**config.mk**
```make
export PLATFORM = sky130hd
export DESIGN_NAME = yutorina_spr_master
export DESIGN_NICKNAME = d
export VERILOG_FILES = /design/src/rtl/yutorina_spr_master.sv
export SDC_FILE = /design/constraint.sdc
export NUM_CORES = 1
export LEC_CHECK = 0
export ABC_AREA = 1
export BUFFER_PORTS_ARGS = -buffer_cell sky130_fd_sc_hd__buf_2
export CAP_MARGIN = 10
export CORE_MARGIN = 1.5
export CORE_UTILIZATION = 37
export DETAILED_ROUTE_END_ITERATION = 16
export HOLD_SLACK_MARGIN = 0.1
export PLACE_DENSITY = 0.61
export SETUP_SLACK_MARGIN = 0.02
export SYNTH_ARGS = -nofsm -noshare
export SYNTH_HDL_FRONTEND = slang
export SYNTH_SLANG_ARGS = --single-unit
export TNS_END_PERCENT = 5
```
**constraint.sdc**
```tcl
create_clock -name clk -period 2.5 [get_ports clk]
set_input_delay 0.25 -clock clk [delete_from_list [all_inputs] [get_ports clk]]
set_output_delay 0.25 -clock clk [all_outputs]
set_load 0.01 [all_outputs]
```
**src/rtl/yutorina_spr_master.sv**
```systemverilog
// SPR access-port initiator: single-word read/write plus a torn-free 64-bit
// cycle-counter read (H, L, H with bounded retry) for a debug/monitor client.
module yutorina_spr_master #(
    parameter int unsigned ADDR_W     = 5,
    parameter int unsigned DATA_W     = 32,
    parameter int unsigned CNT_L_ADDR = 0,
    parameter int unsigned CNT_H_ADDR = 1,
    parameter int unsigned MAX_RETRY  = 3
) (
    input  logic                clk,
    input  logic                rst,
    input  logic                cmd_req,
    input  logic [1:0]          cmd_op,
    input  logic [ADDR_W-1:0]   cmd_addr,
    input  logic [DATA_W-1:0]   cmd_wdata,
    output logic                cmd_ack,
    output logic                rsp_valid,
    input  logic                rsp_ready,
    output logic [2*DATA_W-1:0] rsp_data,
    output logic                rsp_err,
    output logic                busy,
    input  logic                stall,
    output logic [ADDR_W-1:0]   spr_addr,
    output logic                spr_wr,
    output logic [DATA_W-1:0]   spr_w_data,
    input  logic [DATA_W-1:0]   spr_r_data
);

    localparam int unsigned RC_W = (MAX_RETRY < 2) ? 1 : $clog2(MAX_RETRY + 1);

    typedef enum logic [2:0] {
        S_IDLE, S_WR, S_RD, S_CH1, S_CL, S_CH2, S_RSP
    } state_e;

    state_e              state_q, state_d;
    logic [ADDR_W-1:0]   spr_addr_q, spr_addr_d;
    logic                spr_wr_q, spr_wr_d;
    logic [DATA_W-1:0]   spr_w_data_q, spr_w_data_d;
    logic                rsp_valid_q, rsp_valid_d;
    logic                rsp_err_q, rsp_err_d;
    logic [2*DATA_W-1:0] rsp_data_q, rsp_data_d;
    logic [DATA_W-1:0]   h1_q, h1_d;
    logic [DATA_W-1:0]   lo_q, lo_d;
    logic [RC_W-1:0]     retry_q, retry_d;
    logic [RC_W-1:0]     retry_inc;

    always_comb begin
        state_d      = state_q;
        spr_addr_d   = spr_addr_q;
        spr_wr_d     = spr_wr_q;
        spr_w_data_d = spr_w_data_q;
        rsp_valid_d  = rsp_valid_q;
        rsp_err_d    = rsp_err_q;
        rsp_data_d   = rsp_data_q;
        h1_d         = h1_q;
        lo_d         = lo_q;
        retry_d      = retry_q;
        retry_inc    = retry_q + RC_W'(1);

        case (state_q)
            S_IDLE: begin
                if (cmd_req) begin
                    spr_w_data_d = cmd_wdata;
                    retry_d      = '0;
                    case (cmd_op)
                        2'b00: begin
                            state_d    = S_RD;
                            spr_addr_d = cmd_addr;
                        end
                        2'b01: begin
                            state_d    = S_WR;
                            spr_addr_d = cmd_addr;
                            spr_wr_d   = 1'b1;
                        end
                        2'b10: begin
                            state_d    = S_CH1;
                            spr_addr_d = ADDR_W'(CNT_H_ADDR);
                        end
                        default: begin
                            state_d     = S_RSP;
                            rsp_valid_d = 1'b1;
                            rsp_err_d   = 1'b1;
                            rsp_data_d  = '0;
                        end
                    endcase
                end
            end
            S_WR: begin
                if (!stall) begin
                    state_d     = S_RSP;
                    spr_wr_d    = 1'b0;
                    rsp_valid_d = 1'b1;
                    rsp_err_d   = 1'b0;
                    rsp_data_d  = '0;
                end
            end
            S_RD: begin
                if (!stall) begin
                    state_d     = S_RSP;
                    rsp_valid_d = 1'b1;
                    rsp_err_d   = 1'b0;
                    rsp_data_d  = {{DATA_W{1'b0}}, spr_r_data};
                end
            end
            S_CH1: begin
                if (!stall) begin
                    state_d    = S_CL;
                    h1_d       = spr_r_data;
                    spr_addr_d = ADDR_W'(CNT_L_ADDR);
                end
            end
            S_CL: begin
                if (!stall) begin
                    state_d    = S_CH2;
                    lo_d       = spr_r_data;
                    spr_addr_d = ADDR_W'(CNT_H_ADDR);
                end
            end
            S_CH2: begin
                // A matching second high word proves lo was not torn by a carry.
                if (!stall) begin
                    if (spr_r_data == h1_q) begin
                        state_d     = S_RSP;
                        rsp_valid_d = 1'b1;
                        rsp_err_d   = 1'b0;
                        rsp_data_d  = {h1_q, lo_q};
                    end else if (retry_inc == RC_W'(MAX_RETRY)) begin
                        state_d     = S_RSP;
                        rsp_valid_d = 1'b1;
                        rsp_err_d   = 1'b1;
                        rsp_data_d  = {spr_r_data, lo_q};
                    end else begin
                        state_d = S_CH1;
                        retry_d = retry_inc;
                    end
                end
            end
            S_RSP: begin
                if (rsp_ready) begin
                    state_d     = S_IDLE;
                    rsp_valid_d = 1'b0;
                    rsp_err_d   = 1'b0;
                end
            end
            default: state_d = S_IDLE;
        endcase
    end

    always_ff @(posedge clk or negedge rst) begin
        if (!rst) begin
            state_q      <= S_IDLE;
            spr_addr_q   <= '0;
            spr_wr_q     <= 1'b0;
            spr_w_data_q <= '0;
            rsp_valid_q  <= 1'b0;
            rsp_err_q    <= 1'b0;
            rsp_data_q   <= '0;
            h1_q         <= '0;
            lo_q         <= '0;
            retry_q      <= '0;
        end else begin
            state_q      <= state_d;
            spr_addr_q   <= spr_addr_d;
            spr_wr_q     <= spr_wr_d;
            spr_w_data_q <= spr_w_data_d;
            rsp_valid_q  <= rsp_valid_d;
            rsp_err_q    <= rsp_err_d;
            rsp_data_q   <= rsp_data_d;
            h1_q         <= h1_d;
            lo_q         <= lo_d;
            retry_q      <= retry_d;
        end
    end

    // Ack is same-cycle with the request, forced low while reset is held.
    assign cmd_ack    = rst & cmd_req & (state_q == S_IDLE);
    assign busy       = (state_q != S_IDLE);
    assign spr_addr   = spr_addr_q;
    assign spr_wr     = spr_wr_q;
    assign spr_w_data = spr_w_data_q;
    assign rsp_valid  = rsp_valid_q;
    assign rsp_err    = rsp_err_q;
    assign rsp_data   = rsp_data_q;

endmodule

```
==> results.md <==
- Run status: finished, final reports clean
- RSZ-0062 raised after global routing: false
- Antenna viol nets, final: 0
- Clock transition at path regs: ~0.070 ns
- Initial DRT Pass Iterations: 7
- Final-report max-slew violation count: 0
- Longest Clk Path Bufs: 2
- Clk_lat worst skew: around 0.43 ns
- Crit. End Element: flop
- PwrDens: about 1200 mW/mm2
- # DRC: 0
- Max VDD drop: 0.546 mV
- Setup TNS: 0 ns
- CTS tree: built
- GR Util All Layers: 0.199
- Slew HR: 0.469
- Top cells by area, synth: dfrtp_1, nand2_1, o21ai_0, nand4_1, mux2_2
- Synth Cell Area: just under 0.008 mm2
- Die height: between 100 and 150 um
- Simple-gate portion of the synthesized area: 0.242
- Iteration-0 DRC Markers: approximately 380
- Post-synthesis mux area share: 0.0454
- Clk sink count: around 170
- Via-to-Cell Ratio: 4.79
- Worst Hold Class: primary input to flop
- Die ar.: about 0.022 mm2
- Synthesized net count: between 900 and 1000
- Worst Setup Path Type: flop to flop
- Postcts setup bufs: 0
- Sequential Area: ~0.0043 mm2
- # Max-Cap Violations: 0
- # nets final: 1190
- Arrival @ worst endpoint: approximately 2.4 ns
- Largest net degree at the start of global routing: 65
- CTS Root Buffer Type: clkbuf_16
- Reg power frac: 0.384
- CTS buffer count: 17
- Vias in the first global route: around 6500
- Ys Warns: 0
- Min Tclk post-route: between 2 and 2.5 ns
- Lkg Pwr: between 5 and 6 nW
- Period Utilization, post-route: 0.846
- Syn Area/Cell: around 8.8 um2
- Die X: 150 um
- Post-Syn Instances: approximately 910
- Final worst-path setup slack: 0.384 ns
- Internal: around 0.007 W
- Initial Util: 0.378
- Actual slew at the worst max-slew pin: between 0.7 and 0.8 ns
- CP startpoint kind: flop
- Total vias in the final route: about 6700
- Final Hold Viols: 0
- Number of H-tree levels: 4
- Clock network fraction of total power: 0.220
- Initial antenna violation count: 1
- DPL Wire Length: between 10000 and 15000 um
- IO Port Bufs: roughly 180
- Synth Area in Compound Gates: 0.0723
- Final wirelength: ~21000 um
- CORE AREA: roughly 0.021 mm2
- Ratio of cells with drive above 1 in the final layout: 0.258
- Total congestion overflow: 0
- Post-synthesis cell type count: 31
- Gate power share: 0.396
- Achievable Freq: around 0.47 GHz
- Skew final: ~0.018 ns
- Largest family of logic cells by synthesized area: simple AND/OR/NAND/NOR gates
- Wirelength per Cell: around 15 um
- Area growth syn-to-layout: 26.8%
- GP Congestion: ~0.84
- FILL cells: 2099
- Ports: roughly 180
- Seq cells post-synth: between 150 and 200
- Sequential share of the synthesized area: 0.545
- Yosys top cell area share: 0.545
- Final setup viols: 0
- Crit-path max FO: 52
- First-pass GRT wire length: 34500 um
- Pre-CTS worst setup slack: roughly 0.44 ns
- Multi-input logic area: 0.00314 mm2
- Worst Path Required: 2.81 ns
- Switching share of power: 0.396
- Adder-Cell Fraction of Synth Area: 0.00945
- FP Rows: 53
- Xor and xnor area share after synthesis: 0.0254
- Switching pwr: around 0.0047 W
- Cell accounting for the most synthesized area: dfrtp_1
==> flip-flops by register name, summed over array words and instances (netlist names) <==
register and cells:
retry_q 2, rsp_err 1, h1_q 32, rsp_data 64, spr_wr 1, spr_w_data 32, lo_q 32, state_q 3
spr_addr 5, rsp_valid 1
==> cell families after synthesis <==
group / Yosys count
AOI/OAI and AO/OA: 113
xor gates and xnor gates: 23
adders and majority gates: 6
buffers and inverters: 109
DFF: 173
muxes: 32
and+or+nand+nor: 449
==> power groups by stage <==
stage / logic (W) / registers [W] / clock network [W]
3_3_place_gp: 0.00459 / 0.00455 / 0
5_1_grt: 0.00526 / 0.00468 / 0.00280
6_report: 0.00468 / 0.00454 / 0.00261
3_5_place_dp: 0.00468 / 0.00458 / 0
4_1_cts: 0.00473 / 0.00454 / 0.00269
2_1_floorplan: 0.00292 / 0.00479 / 0
==> synth_stat cells <==
library cell and n:
or2_2 1, or3_1 1, nor2_1 53, inv_1 43, ha_1 6, nand2_4 1, nand3_4 1, or2_1 1
dfrtp_1 173, nand3_1 5, clkbuf_1 21, nor2_2 2, mux2_2 32, buf_4 3, nor4_1 1, a21oi_2 1
nor2_4 2, buf_2 25, nand2_2 2, o21ai_1 4, o21ai_0 106, nand2_1 311, nand3_2 1, buf_6 4
inv_2 12, inv_4 1, xnor2_1 23, o31ai_1 1, o211ai_1 1, nor3_1 2, nand4_1 65
==> worst paths after layout <==
| check | from | to | slack (ns) | depth (start not counted) |
|---|---|---|---|---|
| worst max-delay path | state_q[1] | rsp_valid | 0.38 | 7 |
| worst min-delay path | cmd_req | spr_wr | 0.12 | 3 |
| worst max register to register | state_q[1] | rsp_valid | 0.38 | 7 |
| worst min register to register | rsp_data[39] | rsp_data[39] | 0.46 | 2 |
| max in group asynchronous | rst | spr_w_data[0] | 1.34 | 3 |
| min in group asynchronous | rst | spr_w_data[29] | 0.18 | 2 |
==> stage by stage <==
stage / util / power, W / hold slack (ns) / instances / instance area [um2]
floorplan: - / 0.00771 / -0.0456 / 905 / 7940
global placement: 0.434 / 0.00914 / 0.0454 / 1326 / 9110
detailed placement: 0.434 / 0.00925 / 0.0450 / 1326 / 9110
CTS: 0.479 / 0.0120 / 0.115 / 1396 / 10100
global route: 0.479 / 0.0127 / 0.143 / 1397 / 10100
finish: 0.479 / 0.0118 / 0.123 / 1397 / 10100
==> per-layer routing <==
metal / part of all wire / up-vias / wire [um] / track usage
met5: 0 / - / 0 / 0
li1: - / 3337 / - / -
met3: 0.042 / 19 / 893 / 0.0381
met4: 0.014 / 0 / 297 / 0.0584
met2: 0.49 / 155 / 10500 / 0.331
met1: 0.45 / 3184 / 9610 / 0.263
==> final cells by class <==
| class | instances | area share |
|---|---|---|
| Sequential cell | 173 | 0.430 |
| Multi-Input combinational cell | 623 | 0.312 |
| Timing Repair Buffer | 237 | 0.145 |
| Clock buffer | 21 | 0.0467 |
| Tap cell | 275 | 0.0342 |
| Inverter | 56 | 0.0211 |
| Clock inverter | 11 | 0.0104 |
| Antenna cell | 1 | 0.000248 |
==> worst max-delay path, stage by stage, from the launching register on <==
cell	delay, ns
dfrtp_1	0.50
nor2_4	0.08
nand2_4	0.11
or2_2	0.36
buf_4	0.61
nand3_1	0.18
nand2_1	0.09
nand2_1	0.05
==> cells in the final DEF, fill, tap and decap left out, types with 12 or more instances in the layout <==
cell	n
nand4_1	65
inv_1	43
nor2_1	53
xnor2_1	23
buf_4	15
nand2_1	309
buf_2	180
mux2_2	32
inv_2	12
dlygate4sd3_1	38
o21ai_0	106
dfrtp_1	173
clkbuf_16	17
==> repair_timing <==
item	in CTS	in global routing
hold buffers	38	0
gates resized for setup	0	0
hold endpoints to repair	210	0
No activity file was read; power rests on OpenSTA's default activity.
